[config.mk]
export PLATFORM = sky130hd
export DESIGN_NAME = mac_layer_sequencer
export DESIGN_NICKNAME = d
export VERILOG_FILES = /design/src/rtl/mac_pkg.sv /design/src/rtl/mac_layer_sequencer_acc.sv /design/src/rtl/mac_layer_sequencer.sv
export SDC_FILE = /design/constraint.sdc
export NUM_CORES = 1
export LEC_CHECK = 0
export CAP_MARGIN = 30
export CORE_ASPECT_RATIO = 0.5
export CORE_MARGIN = 2
export CORE_UTILIZATION = 35
export DETAILED_ROUTE_END_ITERATION = 10
export GPL_TIMING_DRIVEN = 0
export PLACE_DENSITY = 0.63
export RECOVER_POWER = 25
export SLEW_MARGIN = 10
export SYNTH_ARGS = -nofsm -noshare
export SYNTH_HDL_FRONTEND = slang
export SYNTH_SLANG_ARGS = --single-unit
[constraint.sdc]
create_clock -name clk -period 10.2 [get_ports clk]
set_clock_uncertainty 0.05 [all_clocks]
set_input_delay 3.06 -clock clk [delete_from_list [all_inputs] [get_ports clk]]
set_output_delay 3.06 -clock clk [all_outputs]
set_load 0.01 [all_outputs]
[src/rtl/mac_pkg.sv]
// Shared types, state encoding and sign-magnitude helpers for the serial MAC layer sequencer.
package mac_pkg;

   localparam int SM_W       = 8;
   localparam int SM_MAG_W   = 7;
   localparam int PROD_MAG_W = 2 * SM_MAG_W;
   localparam int PROD_W     = PROD_MAG_W + 1;
   localparam int CONV_W     = 64;

   localparam logic [2:0] ST_IDLE  = 3'd0;
   localparam logic [2:0] ST_RUN   = 3'd1;
   localparam logic [2:0] ST_DRAIN = 3'd2;
   localparam logic [2:0] ST_EMIT  = 3'd3;
   localparam logic [2:0] ST_DONE  = 3'd4;

   typedef enum logic [2:0] {
      IDLE  = ST_IDLE,
      RUN   = ST_RUN,
      DRAIN = ST_DRAIN,
      EMIT  = ST_EMIT,
      DONE  = ST_DONE
   } state_t;

   // Address/index width that never collapses to zero bits for a count of one.
   function automatic int clog2_min1(input int n);
      return (n > 1) ? $clog2(n) : 1;
   endfunction

   function automatic logic signed [PROD_W-1:0] sm_to_tc(input logic sign,
                                                         input logic [PROD_MAG_W-1:0] mag);
      logic signed [PROD_W-1:0] v;
      v = signed'({1'b0, mag});
      return sign ? -v : v;
   endfunction

   // Result packs the magnitude in [mag_w-1:0] and the sign at bit mag_w, upper bits zero,
   // so the caller can take exactly mag_w+1 bits with a size cast.
   function automatic logic [CONV_W-1:0] tc_to_sm_sat(input logic signed [CONV_W-1:0] v,
                                                      input int unsigned mag_w);
      logic [CONV_W-1:0] abs_v;
      logic [CONV_W-1:0] lim;
      logic [CONV_W-1:0] mag;
      abs_v = v[CONV_W-1] ? unsigned'(-v) : unsigned'(v);
      lim   = (CONV_W'(1) << mag_w) - CONV_W'(1);
      mag   = (abs_v > lim) ? lim : abs_v;
      return mag | (CONV_W'(v[CONV_W-1]) << mag_w);
   endfunction

endpackage

[src/rtl/mac_layer_sequencer_acc.sv]
// Sign-magnitude product into a registered two's-complement accumulator.
// acc_next exposes the value being written so the final product can be converted without an extra cycle.
module sm_mac_acc
   import mac_pkg::*;
#(
   parameter int ACC_W = 22
) (
   input  logic                    clk,
   input  logic                    rst,
   input  logic                    clr,
   input  logic                    en,
   input  logic [SM_W-1:0]         a,
   input  logic [SM_W-1:0]         w,
   output logic signed [ACC_W-1:0] acc_next
);

   logic [PROD_MAG_W-1:0]    prod_mag;
   logic signed [PROD_W-1:0] prod_tc;
   logic signed [ACC_W-1:0]  acc;

   assign prod_mag = PROD_MAG_W'(a[SM_MAG_W-1:0]) * PROD_MAG_W'(w[SM_MAG_W-1:0]);
   // Negative zero yields a zero magnitude, so it contributes nothing regardless of sign.
   assign prod_tc  = sm_to_tc(a[SM_W-1] ^ w[SM_W-1], prod_mag);

   always_comb begin
      acc_next = acc;
      if (clr)
         acc_next = '0;
      else if (en)
         acc_next = acc + ACC_W'(prod_tc);
   end

   always_ff @(posedge clk or posedge rst) begin
      if (rst)
         acc <= '0;
      else
         acc <= acc_next;
   end

endmodule

[src/rtl/mac_layer_sequencer.sv]
// Fully-connected layer sequencer: streams activation/weight pairs through one serial MAC
// and hands out one saturated sign-magnitude result per neuron over valid/ready.
//
// state | meaning
// IDLE  | waiting for start
// RUN   | issuing a_addr/w_addr for element i of neuron j
// DRAIN | absorbing the last product, converting and registering the result
// EMIT  | out_valid high, waiting for out_ready
// DONE  | one-cycle done pulse
module mac_layer_sequencer
   import mac_pkg::*;
#(
   parameter int N_IN  = 62,
   parameter int N_OUT = 30,
   parameter int MAG_W = 20
) (
   input  logic                                   clk,
   input  logic                                   rst,
   input  logic                                   start,
   output logic                                   busy,
   output logic                                   done,
   output logic [clog2_min1(N_IN)-1:0]            a_addr,
   input  logic [SM_W-1:0]                        a_data,
   output logic [clog2_min1(N_IN*N_OUT)-1:0]      w_addr,
   input  logic [SM_W-1:0]                        w_data,
   output logic                                   out_valid,
   input  logic                                   out_ready,
   output logic [MAG_W:0]                         out_data,
   output logic [clog2_min1(N_OUT)-1:0]           out_idx
);

   localparam int AW    = clog2_min1(N_IN);
   localparam int WW    = clog2_min1(N_IN * N_OUT);
   localparam int JW    = clog2_min1(N_OUT);
   localparam int ACC_W = $clog2(N_IN) + 16;

   localparam logic [AW-1:0] I_LAST = AW'(N_IN - 1);
   localparam logic [JW-1:0] J_LAST = JW'(N_OUT - 1);

   state_t state, state_nxt;

   logic [AW-1:0] i_cnt;
   logic [JW-1:0] j_cnt;
   logic [WW-1:0] w_ptr;
   logic          vld_d;
   logic          issue;
   logic          acc_clr;
   logic          load_out;
   logic          xfer;
   logic          go;

   logic signed [ACC_W-1:0] acc_next;
   logic [MAG_W:0]          out_sm;

   assign go = (state == IDLE) && start;

   always_ff @(posedge clk or posedge rst) begin
      if (rst)
         state <= IDLE;
      else
         state <= state_nxt;
   end

   always_comb begin
      state_nxt = state;
      issue     = 1'b0;
      acc_clr   = 1'b0;
      load_out  = 1'b0;
      xfer      = 1'b0;
      case (state)
         IDLE: begin
            if (start) begin
               acc_clr   = 1'b1;
               state_nxt = RUN;
            end
         end
         RUN: begin
            issue = 1'b1;
            if (i_cnt == I_LAST)
               state_nxt = DRAIN;
         end
         DRAIN: begin
            load_out  = 1'b1;
            state_nxt = EMIT;
         end
         EMIT: begin
            if (out_ready) begin
               xfer = 1'b1;
               if (j_cnt == J_LAST) begin
                  state_nxt = DONE;
               end else begin
                  acc_clr   = 1'b1;
                  state_nxt = RUN;
               end
            end
         end
         DONE:    state_nxt = IDLE;
         default: state_nxt = IDLE;
      endcase
   end

   // w_ptr walks j*N_IN+i linearly; it holds on the last element so addresses stay frozen in EMIT.
   always_ff @(posedge clk or posedge rst) begin
      if (rst) begin
         i_cnt <= '0;
         j_cnt <= '0;
         w_ptr <= '0;
         vld_d <= 1'b0;
      end else begin
         vld_d <= issue;
         if (go) begin
            i_cnt <= '0;
            j_cnt <= '0;
            w_ptr <= '0;
         end else if (issue && (i_cnt != I_LAST)) begin
            i_cnt <= i_cnt + AW'(1);
            w_ptr <= w_ptr + WW'(1);
         end else if (xfer && (j_cnt != J_LAST)) begin
            i_cnt <= '0;
            j_cnt <= j_cnt + JW'(1);
            w_ptr <= w_ptr + WW'(1);
         end
      end
   end

   sm_mac_acc #(
      .ACC_W (ACC_W)
   ) u_acc (
      .clk      (clk),
      .rst      (rst),
      .clr      (acc_clr),
      .en       (vld_d),
      .a        (a_data),
      .w        (w_data),
      .acc_next (acc_next)
   );

   assign out_sm = (MAG_W + 1)'(tc_to_sm_sat(CONV_W'(acc_next), MAG_W));

   always_ff @(posedge clk or posedge rst) begin
      if (rst) begin
         out_data <= '0;
         out_idx  <= '0;
      end else if (load_out) begin
         out_data <= out_sm;
         out_idx  <= j_cnt;
      end
   end

   assign busy      = (state != IDLE);
   assign done      = (state == DONE);
   assign out_valid = (state == EMIT);
   assign a_addr    = i_cnt;
   assign w_addr    = w_ptr;

endmodule
# --- After elaboration in Yosys (flattened, before gate mapping) ---
# Cells that the tools add are included.
word_totals:
  regBits: 74
  word_cells: 66
op_classes:
  addsub: 6
  n_mul: 1
  n_lt_le_gt_ge: 1
  eq_ne: 12
  muxes: 27
  n_bitwise: 2
  reduce_logical: 9
op_table:
  columns: ["operator", "count"]
  rows:
  - ["64-bit by 20-bit > comparator with 1-bit output (second input constant)", 1]
  - ["64-bit 2-to-1 mux", 1]
  - ["22-bit negator with 64-bit output", 1]
  - ["22-bit 2-to-1 mux", 2]
  - ["11-bit 2-to-1 mux", 3]
  - ["22-bit by 15-bit adder with 22-bit output", 1]
  - ["21-bit 2-to-1 mux", 1]
  - ["21-bit OR", 1]
  - ["6-bit 2-to-1 mux", 3]
  - ["15-bit 2-to-1 mux", 1]
  - ["5-bit 2-to-1 mux", 3]
  - ["14-bit negator with 15-bit output", 1]
  - ["7-bit by 7-bit multiplier with 14-bit output", 1]
  - ["3-bit 2-to-1 mux", 4]
  - ["3-bit one-hot mux with 4 select lines", 1]
  - ["11-bit by 1-bit adder with 11-bit output (second input constant)", 1]
  - ["1-bit 2-to-1 mux", 7]
  - ["6-bit by 1-bit adder with 6-bit output (second input constant)", 1]
  - ["3-bit by 2-bit equality test with 1-bit output (second input constant)", 2]
  - ["6-bit equality test (second input constant)", 1]
  - ["2-bit inequality test (second input constant)", 3]
  - ["6-bit inequality test (second input constant)", 1]
  - ["3-bit nonzero test", 2]
  - ["5-bit by 1-bit adder with 5-bit output (second input constant)", 1]
  - ["12 further kinds", 14]

# --- Longest topological paths before layout ---
depth:
  word_depth: 11
  ltp_mapped: 32
  ltp_nobuf: 32

# --- Modules after synthesis ---
# A second synthesis with hierarchy kept.
hier_totals:
  cells_unflattened: 704
  area_unflattened_um2: 6462.4
modules_own_cells:
  columns: ["mod", "n_inst", "cells_per_inst", "area_per_inst_um2", "seq_area_each_um2"]
  rows:
  - ["sm_mac_acc", 1, 425, 3746.1, 550.5]
  - ["mac_layer_sequencer", 1, 279, 2716.4, 1301.2]

# --- Least setup slack after synthesis ---
# Ideal clock, no wire load.
synth_path:
  path_type: "input -> register"
  from: "input w_data[3]"
  to: "register out_data[7]"
  arrival_time_ns: 9.593
  t_required_ns: 10.015
  path_slack_ns: 0.422
  cell_stages: 29
  path_buffers: 1
  path_cell_list: "and2_1 -> fa_1 -> inv_1 -> fa_1 -> inv_1 -> fa_1 -> inv_1 -> fa_1 -> inv_1 -> ha_1 -> a21oi_2 -> nand2_1 -> o21ai_0 -> nand2_1 -> xnor2_1 -> ha_1 -> or4_4 -> o2111a_1 -> or3_1 -> a31oi_1 -> or2b_2 -> inv_2 -> nor4_4 -> or3b_1 -> nor3_4 -> a31oi_1 -> o2bb2ai_2 -> buf_6 -> a31oi_2"
synth_via:
  elab_chain_len: 11
synth_lines:
  columns: ["element", "line", "source"]
  rows:
  - ["from (decl)", "mac_layer_sequencer.sv:25", "input logic [SM_W-1:0] w_data,"]
  - ["7-bit by 7-bit multiplier with 14-bit output (*)", "mac_layer_sequencer_acc.sv:21", "assign prod_mag = PROD_MAG_W'(a[SM_MAG_W-1:0]) * PROD_MAG_W'(w[SM_MAG_W-1:0]);"]
  - ["14-bit negator with 15-bit output", "mac_pkg.sv:33", "return sign ? -v : v;"]
  - ["15-bit 2-to-1 mux (*)", "mac_pkg.sv:33", null]
  - ["22-bit by 15-bit adder with 22-bit output (*)", "mac_layer_sequencer_acc.sv:30", "acc_next = acc + ACC_W'(prod_tc);"]
  - ["22-bit 2-to-1 mux (*)", "mac_layer_sequencer_acc.sv:29", "else if (en)"]
  - ["22-bit 2-to-1 mux (*)", "mac_layer_sequencer_acc.sv:27", "if (clr)"]
  - ["net acc_next[10]", "mac_layer_sequencer.sv:52", "logic signed [ACC_W-1:0] acc_next;"]
  - ["22-bit negator with 64-bit output", "mac_pkg.sv:43", "abs_v = v[CONV_W-1] ? unsigned'(-v) : unsigned'(v);"]
  - ["64-bit 2-to-1 mux (*)", "mac_pkg.sv:43", null]
  - ["64-bit by 20-bit > comparator with 1-bit output (*)", "mac_pkg.sv:45", "mag = (abs_v > lim) ? lim : abs_v;"]
  - ["21-bit 2-to-1 mux (*)", "mac_pkg.sv:45", null]
  - ["21-bit OR (*)", "mac_pkg.sv:46", "return mag | (CONV_W'(v[CONV_W-1]) << mag_w);"]
  - ["to (signal assigned)", "mac_layer_sequencer.sv:145", "out_data <= out_sm;"]
  - ["to (decl)", "mac_layer_sequencer.sv:28", "output logic [MAG_W:0] out_data,"]
# The timed path passes the listed nets; every way through them passes the cells marked *.
# A chain may end at the register's enable or synchronous reset.

# --- Worst setup path in the final report ---
layout_path:
  from: "input w_data[3]"
  to: "register out_data[4]"
# The elaborated chain is that of the path after synthesis.

==> reports/summary.txt <==
Final Hold Fails: 0
post-layout util: 0.4567
GRT overflow: 0
GP Congestion: 0.8098
initial drt markers: 377
Post-Syn Instances: 762
M1 GR Usage: 0.2469
Final Max Tran Viols: 53
GRT Util Overall: 0.1767
via count: 5882
H-tree Lvls: 3
Slew HR: -0.8550
Hold WC Path Type: flip-flop to flip-flop
share of the synthesized area in the top cell type: 0.2775
post-DR vias/cell: 5.205
global-route wire length before repair: 28880 microns
Synth cell types: 74
Worst VDD drop: 0.0001444 V
violated checks: capacitance limit, slew limit
Detail Route Antenna Nets: 0
Synth Cell Area: 6673 sq um
Rows: 35
Warnings, synthesis: 0
CP Capture Type: flip-flop
count of final setup violators: 0
CTS Sinks: 74
PortBufs: 65
Die W: 199.3 microns
CP Data Required Time: 10.33 ns
met2 Use GR: 0.2916
min Tclk post-route: 10.04 ns
Synth top cells by count: dfrtp_1 (74), nand2_1 (72), nor2_1 (63), ha_1 (54), inv_1 (47)
CTS root buf: clkbuf_16
synth top area cells: dfrtp_1 (28%), ha_1 (10%), fa_1 (7.5%)
hpwl dp: 12610 microns
asr flop ratio synth: 1.000
Die Ht: 101.6 microns
Max Root-Sink Buffers: 2
Layout Nets: 965
Setup crit start kind: input port
outcome: complete, but fails checks
Initial Util: 0.3602
fin crit share: 0.9846
CP Max Fanout: 7
initial antenna violation count: 0
crit path kind: input port to flip-flop
largest net degree at the start of global routing: 53
Post-Route WL: 17470 microns
Pwr Density: 342.4 nW/um^2
Layout area overhead: 26.80%
most frequent cell after synthesis: dfrtp_1
average routed wire per standard cell: 15.46 microns
Yosys reg bits: 74
Hold WS: 0.4618 ns
Leak: 3.675 nW
DRC: 0
synthesized area per cell: 8.757 sq um
Post-synth EDFFs: 0
GRT busiest layer: met2
Worst-path clk slew: 0.06 ns
number of max-cap violations: 1
fmax: 99.57 MHz
Crit path largest cell delay: 0.54 ns
worst skew pair latency: 0.34 ns
Main synth FF type: dfrtp_1
core area: 18520 sq um
crit path DAT: 10.17 ns
layout cells sized above 1: 0.1493
number of global-route vias before repair: 5853
Crit-path slowest cell: fa_1
Least-Margin Pin Slew: 2.783 ns
router iterations before antenna repair: 5
CTS tree: built
Synth Net Count: 861
die area: 20250 sq um
clock buffer count from CTS: 9
Seq/Total Area, Yosys: 0.2775
routing usage on met3: 0.02031
Antenna diodes: 0
area leader, netlist: dfrtp_1
# IOs: 66
==> worst paths after layout <==
check | cells after the start | startpoint | slack (ns) | end
max | 29 | w_data[3] | 0.16 | out_data[4]$_DFFE_PP0P_
min | 1 | out_idx[4]$_DFFE_PP0P_ | 0.46 | out_idx[4]$_DFFE_PP0P_
max reg2reg | 18 | state[0]$_DFFE_PP0P_ | 4.96 | out_data[4]$_DFFE_PP0P_
min reg2reg | 1 | out_idx[4]$_DFFE_PP0P_ | 0.46 | out_idx[4]$_DFFE_PP0P_
max in group asynchronous | 3 | rst | 3.72 | j_cnt[3]$_DFFE_PP0P_
min in group asynchronous | 2 | rst | 3.31 | a_addr[5]$_DFFE_PP0P_
==> sequential cells by signal, indices dropped and copies added, names as in the netlist <==
signal,count
vld_d,1
w_addr,11
state,3
j_cnt,5
a_addr,6
out_data,21
out_idx,5
u_acc.acc,22
==> cells in the final DEF, fill, tap and decap left out, drive strengths merged, types with 4 or more instances in the layout <==
master	count
nand3b	4
clkbuf	39
nor4	5
a31oi	30
o211ai	4
mux2	9
nand4	11
nor3b	4
clkdlybuf4s50	50
o31a	6
fa	25
and3	4
or3	8
nor2	65
dfrtp	74
xnor2	29
a211oi	6
and4	5
ha	54
nand2b	4
nor3	23
o21a	5
or4	4
nand3	19
o21ai	41
and2	46
inv	48
buf	37
mux2i	7
a21oi	43
nor2b	6
nand2	73
a21o	11
xor2	28
==> critical path, delay by kind of cell <==
| family | cells | cell delay [ns] |
|---|---|---|
| fa+ha+maj | 6 | 2.57 |
| xor+xnor | 1 | 0.15 |
| buf+inv | 7 | 0.60 |
| simple gates | 10 | 2.84 |
| compound gates | 5 | 0.94 |
==> metrics by stage <==
step / std cells / worst slack, ns / area, sq um / setup TNS, ns / power [mW]
floorplan: 762 / 0.4219 / 6673 / 0 / 1.742
global placement: 1086 / -0.9052 / 7647 / -18.70 / 2.182
detailed placement: 1088 / -0.9806 / 7685 / -20.38 / 2.211
CTS: 1116 / 0.009705 / 8250 / 0 / 2.720
global route: 1130 / -0.07103 / 8461 / -1.074 / 3.140
finish: 1130 / 0.1568 / 8461 / 0 / 2.897
==> power breakdown <==
part / switching, mW / internal [mW] / leakage [nW] / total [mW]
sequential: 0.0997 / 0.405 / 0.943 / 0.505
clock: 0.126 / 0.246 / 0.165 / 0.372
combinational: 1.13 / 0.889 / 2.57 / 2.02
==> layer usage <==
layer	wire length, microns	vias up
met5	0	-
met4	207	0
met3	638	17
met2	7949	129
met1	8675	2839
li1	-	2897
==> final cells by class <==
| class | instances | area (sq um) |
|---|---|---|
| Clock inverter | 6 | 113.9 |
| Clock buffer | 10 | 239.0 |
| Tap cell | 259 | 324.1 |
| Inverter | 49 | 187.7 |
| Buffer | 26 | 115.1 |
| Fill cell | 1800 | 10060 |
| Multi-Input combinational cell | 613 | 4820 |
| Sequential cell | 74 | 1852 |
| Timing Repair Buffer | 93 | 809.5 |
==> logic make-up (layout without fill, tap and decap cells) <==
family	after synthesis	count (layout)	share of synthesized area
xor gates and xnor gates	57	57	0.07594
buffers and inverters	75	184	0.04500
adders and majority gates	79	79	0.1763
muxes	16	16	0.02569
and+or+nand+nor	289	289	0.2248
DFF	74	74	0.2775
AOI/OAI and AO/OA	172	172	0.1748
==> timing repair <==
item / in CTS / in global routing
endpoints found under the setup margin: 22 / 21
pin swaps: 8 / 26
setup buffers: 10 / 14
hold buffers: 0 / 0
resized for setup: 47 / 63
cloned: 2 / 0
Note: power is estimated with default switching activity, not from simulation.
==> variant 1: new RTL, same settings <==
`CONV_W`: 64 -> 96.
--- a/src/rtl/mac_pkg.sv
+++ b/src/rtl/mac_pkg.sv
@@ -7,3 +7,3 @@
    localparam int PROD_W     = PROD_MAG_W + 1;
-   localparam int CONV_W     = 64;
+   localparam int CONV_W     = 96;
 
Check against the original RTL: equivalent (equiv_simple and equiv_induct, registers matched by name and starting in step).
==> variant 1 against the unedited design <==
- the run ends with max-capacitance violations, max-slew violations, negative setup slack left
- cell count is 0.88% lower
- synthesized cell count up 0.39%
- total power shrank 1.6%
- critical endpoint is now out_data[7]
- sequential cell count unchanged
- setup slack worse by 0.48 ns
- largest cell class unchanged
- sequential power about the same
- final area down 1.4%
- critical path type unchanged
- routed wire length shrank 2.3%
- synthesized area about the same
- critical path depth increased by 3
==> variant 1: results (changes against the unedited design) <==
| Metric | Value |
|---|---|
| Reg2Reg Setup Slack | `5.14 ns (was 4.96 ns)` |
| Global routing met1 resource utilization | `24.2% (was 24.7%)` |
| Crit path max fanout | `5 (was 7)` |
| Ranking of synthesized cells by area | `dfrtp_1, ha_1, fa_1 (unchanged)` |
| Global-route wire length before repair | `28100 um (was 28900 um)` |
| Slowest CP cell | `or4b_4 (was fa_1)` |
| Hold_sp | `out_data[20] (was out_idx[4])` |
| Leak Pwr | `0.00367 uW (was 0.00368 uW)` |
| Maxcap violations | `1 (unchanged)` |
| Final #Nets | `955 (was 965)` |
| Setup TNS | `-5.95 ns (was 0 ns)` |
| Final WL | `17100 um (was 17500 um)` |
| Vias in the first global route | `5765 (was 5853)` |
| Failing checks | `max-capacitance violations, max-slew violations, negative setup slack (was max-capacitance violations, max-slew violations)` |
| Number of synthesis warnings | `0 (unchanged)` |
| Pre-antenna DRT Iters | `4 (was 5)` |
| Cell variety after synth | `69 (was 74)` |
| Clock transition at path regs | `0.06 ns (about the same)` |
| Gr usage total | `17.3% (was 17.7%)` |
| Syn Nets | `864 (was 861)` |
| CP Data Arrival Time | `10.65 ns (was 10.17 ns)` |
| HPWL Detailed | `12500 um (was 12600 um)` |
| Met3 Resource Use GR | `2.60% (was 2.03%)` |
| Final Max Slew Viols | `44 (was 53)` |
| Largest net degree at the start of global routing | `44 (was 53)` |
| FILL cells | `1801 (was 1800)` |
| Hold depth | `1 (unchanged)` |
| Maximum vdd ir drop | `136 uV (was 144 uV)` |
| Routability congestion estimate | `0.895 (was 0.810)` |
| Hold EP | `out_data[20] (was out_idx[4])` |
| DRT iter0 DRCs | `238 (was 377)` |
| DR vias/cell | `5.22 (was 5.21)` |
| Slew headroom | `-56.7% (was -85.5%)` |
| Layout cells sized above 1 | `12.9% (was 14.9%)` |
| Final hold slack | `0.471 ns (was 0.462 ns)` |
| Top post-synthesis cells by count | `nor2_1, dfrtp_1, nand2_1, ha_1, inv_1 (was dfrtp_1, nand2_1, nor2_1, ha_1, inv_1)` |
| Post-synthesis sequential area ratio | `27.7% (was 27.8%)` |
| Max Root-Sink Buffers | `2 (unchanged)` |
| Int Power | `1470 uW (was 1540 uW)` |
| Worst reg2reg path depth | `16 (was 18)` |
| Worst r2r src | `u_acc.acc[0] (was state[0])` |
| Met2 usage | `27.6% (was 29.2%)` |
| Outcome | `finished, violations left (unchanged)` |
| Setup ws final | `-0.321 ns (was 0.157 ns)` |
| Endpoints failing setup | `20 (was 0)` |
| Reg2reg end | `out_data[7] (was out_data[4])` |
| Max incr delay on CP | `0.58 ns (was 0.54 ns)` |
| Clk root buf | `clkbuf_16 (unchanged)` |
variant 1: cell types whose count changed after synthesis, sizes merged, moves of 8 or more:
cell,before,now
nor3,23,13
xor2,28,36
o21ai,41,33
nor2,65,75
a21oi,43,26
variant 1: layout make-up:
type / instances / area (sq um) / share of cell area [%]
buffer: 26 / 123 / 1.47
tap: 259 / 324 / 3.88
inverter: 43 / 163 / 1.95
timing repair buffer: 83 / 768 / 9.21
clock buffer: 13 / 250 / 3.00
multi-input combinational: 619 / 4850 / 58.1
clock inverter: 3 / 15.0 / 0.180
sequential: 74 / 1850 / 22.2
variant 1: how the worst max path moves through the flow:
stage	to	slack [ns]	from
3_3_place_gp	out_data[7]	-1.42	a_data[5]
3_5_place_dp	out_data[9]	-1.50	a_data[5]
5_1_grt	out_data[1]	-0.65	w_data[1]
2_1_floorplan	out_data[18]	-0.06	a_data[5]
6_report	out_data[7]	-0.32	w_data[1]
4_1_cts	out_data[8]	-0.47	w_data[1]
variant 1: metal layers:
metal  wire length [um]  vias to the layer above
met5                  0                        -
met4                252                        0
met3                653                       18
met2               7660                      118
met1               8510                     2819
li1                   -                     2890
variant 1: cells by family (layout without fill, tap and decap cells):
logic type | after synthesis | after routing | synth area share (%)
adder cells (fa/ha/maj) | 79 | 79 | 17.6
AO/OA/AOI/OAI | 156 | 156 | 16.2
buffers and inverters | 72 | 168 | 4.40
AND/OR/NAND/NOR | 298 | 298 | 22.2
flip-flops | 74 | 74 | 27.7
XOR/XNOR | 64 | 64 | 8.40
multiplexers | 22 | 22 | 3.45
variant 1: power by group through the flow:
| stage | sequential [uW] | combinational [uW] | clock [uW] |
|---|---|---|---|
| 5_1_grt | 522 | 2270 | 311 |
| 6_report | 505 | 2050 | 290 |
| 3_5_place_dp | 507 | 1810 | 0 |
| 4_1_cts | 503 | 1910 | 296 |
| 3_3_place_gp | 504 | 1790 | 0 |
| 2_1_floorplan | 515 | 1310 | 0 |
variant 1: stage by stage:
stage,std cells,instance area [sq um],setup WS [ns]
after floorplan,765,6730,-0.0562
after global placement,1089,7710,-1.42
after detailed placement,1090,7740,-1.50
after CTS,1116,8160,-0.472
after global routing,1120,8340,-0.647
final,1120,8340,-0.321
variant 1: worst max-delay path: cells and delay by family:
kind	cells	cell delay (ns)
and+or+nand+nor	9	2.44
adders and majority gates	6	2.64
buffers and inverters	7	0.59
AOI/OAI and AO/OA	9	1.81
xor gates and xnor gates	1	0.09
variant 1: repair_timing:
| action | CTS | global route |
|---|---|---|
| gates resized for setup | 83 | 33 |
| setup buffers | 10 | 5 |
| cloned | 2 | 0 |
| endpoints found under the setup margin | 23 | 21 |
| pin swaps | 21 | 19 |
==> variant 2: new RTL, same settings <==
Without the edit above. Compare `j_cnt` against `J_LAST` with >= in place of ==.
--- a/src/rtl/mac_layer_sequencer.sv
+++ b/src/rtl/mac_layer_sequencer.sv
@@ -88,3 +88,3 @@
                xfer = 1'b1;
-               if (j_cnt == J_LAST) begin
+               if (j_cnt >= J_LAST) begin
                   state_nxt = DONE;
Function: no difference found for any inputs over 10 cycles, from zero or initial values and one cycle with rst high; that may be too few to reach the edited logic, so the function may still have changed.
==> variant 2 against the unedited design <==
- the flow still finishes with violations (max-capacitance violations, max-slew violations)
- via count about the same
- routed wire length decreased by 2.5%
- sequential cell count unchanged
- total power increased by 4.1%
- global-route usage decreased by 1.1 points
- final area decreased by 0.78%
- largest cell class unchanged
- sequential power increased by 3%
- synthesized area increased by 3.0%
- setup slack improved by 0.11 ns
- hold slack improved by 0.014 ns
- combinational power increased by 8%
==> variant 2: results (changes against the unedited design) <==
| Metric | Value |
|---|---|
| Top post-synthesis cells by count | `nor2_1, dfrtp_1, ha_1, inv_1, nand2_1 (was dfrtp_1, nand2_1, nor2_1, ha_1, inv_1)` |
| Crit path max-delay family | `adder cells (was simple AND/OR/NAND/NOR gates)` |
| Outcome | `finished, violations left (unchanged)` |
| Row cnt | `36 (was 35)` |
| Gr usage total | `16.6% (was 17.7%)` |
| Met2 usage | `28.9% (was 29.2%)` |
| Routed wl met2 | `7900 um (was 7950 um)` |
| Failing checks | `max-capacitance violations, max-slew violations (unchanged)` |
| Design area | `8390 sq um (was 8460 sq um)` |
| Crit path launch | `a_data[3] (was w_data[3])` |
| Ranking of synthesized cells by area | `dfrtp_1, ha_1, fa_1 (unchanged)` |
| Signal buf overhead | `11.1% (was 10.9%)` |
| Reg2Reg Setup Slack | `6.09 ns (was 4.96 ns)` |
| Layout cells sized above 1 | `14.5% (was 14.9%)` |
| Clock-cell share | `3.38% (was 4.17%)` |
| WL met3 | `650 um (was 638 um)` |
| Worst reg2reg path depth | `17 (was 18)` |
| Syn Nets | `875 (was 861)` |
| Maximum vdd ir drop | `142 uV (was 144 uV)` |
| HPWL Detailed | `12900 um (was 12600 um)` |
| Routability congestion estimate | `0.848 (was 0.810)` |
| Slowest CP cell | `fa_2 (was fa_1)` |
| DRT iter0 DRCs | `343 (was 377)` |
| Met3 Resource Use GR | `2.05% (was 2.03%)` |
| Final #Nets | `969 (was 965)` |
| M1 wire length | `8360 um (was 8680 um)` |
| DR vias/cell | `5.15 (was 5.21)` |
| Maxcap violations | `2 (was 1)` |
| Leak Pwr | `0.00374 uW (was 0.00368 uW)` |
| Clock buf count | `9 (was 10)` |
| Largest net degree at the start of global routing | `44 (was 53)` |
| Global-route wire length before repair | `28300 um (was 28900 um)` |
| Slew @ Worst Pin | `2.30 ns (was 2.78 ns)` |
| Syn_area_per_cell | `8.86 sq um (was 8.76 sq um)` |
| Final Max Slew Viols | `45 (was 53)` |
| Post-synth top area share | `26.9% (was 27.8%)` |
| Max Clk Rate | `101 MHz (was 99.6 MHz)` |
| Cell Count, Final, Fillers Out | `1141 (was 1130)` |
| FILL cells | `1932 (was 1800)` |
| Final WL | `17000 um (was 17500 um)` |
| Post-synthesis sequential area ratio | `26.9% (was 27.8%)` |
| Multi-input gates | `622 (was 613)` |
| CP Data Arrival Time | `10.07 ns (was 10.17 ns)` |
==> variant 2: how the worst min path moves through the flow <==
stage	from	endpoint	slack, ns	cells after the start
after floorplan	j_cnt[4]	j_cnt[4]	0.46	2
after global placement	a_addr[5]	a_addr[5]	0.47	1
after detailed placement	a_addr[5]	a_addr[5]	0.46	1
after CTS	a_addr[5]	a_addr[5]	0.48	1
after global routing	a_addr[5]	a_addr[5]	0.49	1
final	out_idx[3]	out_idx[3]	0.48	1
==> variant 2: where the power goes <==
part / total [uW] / switching (uW) / leakage (uW) / internal [uW]
sequential: 519 / 106 / 0.000923 / 414
combinational: 2190 / 1220 / 0.00268 / 974
clock: 303 / 134 / 0.000139 / 169
total: 3010 / 1460 / 0.00374 / 1560
==> variant 2: worst reg2reg max path: stages, from the launching register on <==
cell       delay (ns)
dfrtp_1          0.36
clkbuf_1         0.20
or3_1            0.46
nor2_1           0.15
buf_2            0.23
nor2_1           0.17
buf_2            0.25
clkbuf_8         0.20
nand2_1          0.12
ha_1             0.23
nand3b_1         0.14
nor2_1           0.22
and3b_2          0.24
nor2b_2          0.21
a41oi_2          0.18
o2bb2ai_4        0.27
buf_6            0.16
a31oi_1          0.09
==> variant 2: cell families (layout without fill, tap and decap cells) <==
family / Yosys count / count (layout) / share of synthesized area [%]
AO/OA/AOI/OAI: 160 / 160 / 16.4
XOR/XNOR: 60 / 60 / 7.65
adder cells (fa/ha/maj): 79 / 79 / 17.1
buffers and inverters: 80 / 179 / 5.92
flip-flops: 74 / 74 / 26.9
multiplexers: 19 / 19 / 3.02
AND/OR/NAND/NOR: 304 / 304 / 23.0
==> variant 2: what timing repair did <==
item	in CTS	in global routing
resized for setup	42	43
endpoints found under the setup margin	22	21
buffers inserted	8	7
endpoints found under the hold margin	0	0
pin swaps	10	21
cloned	2	0
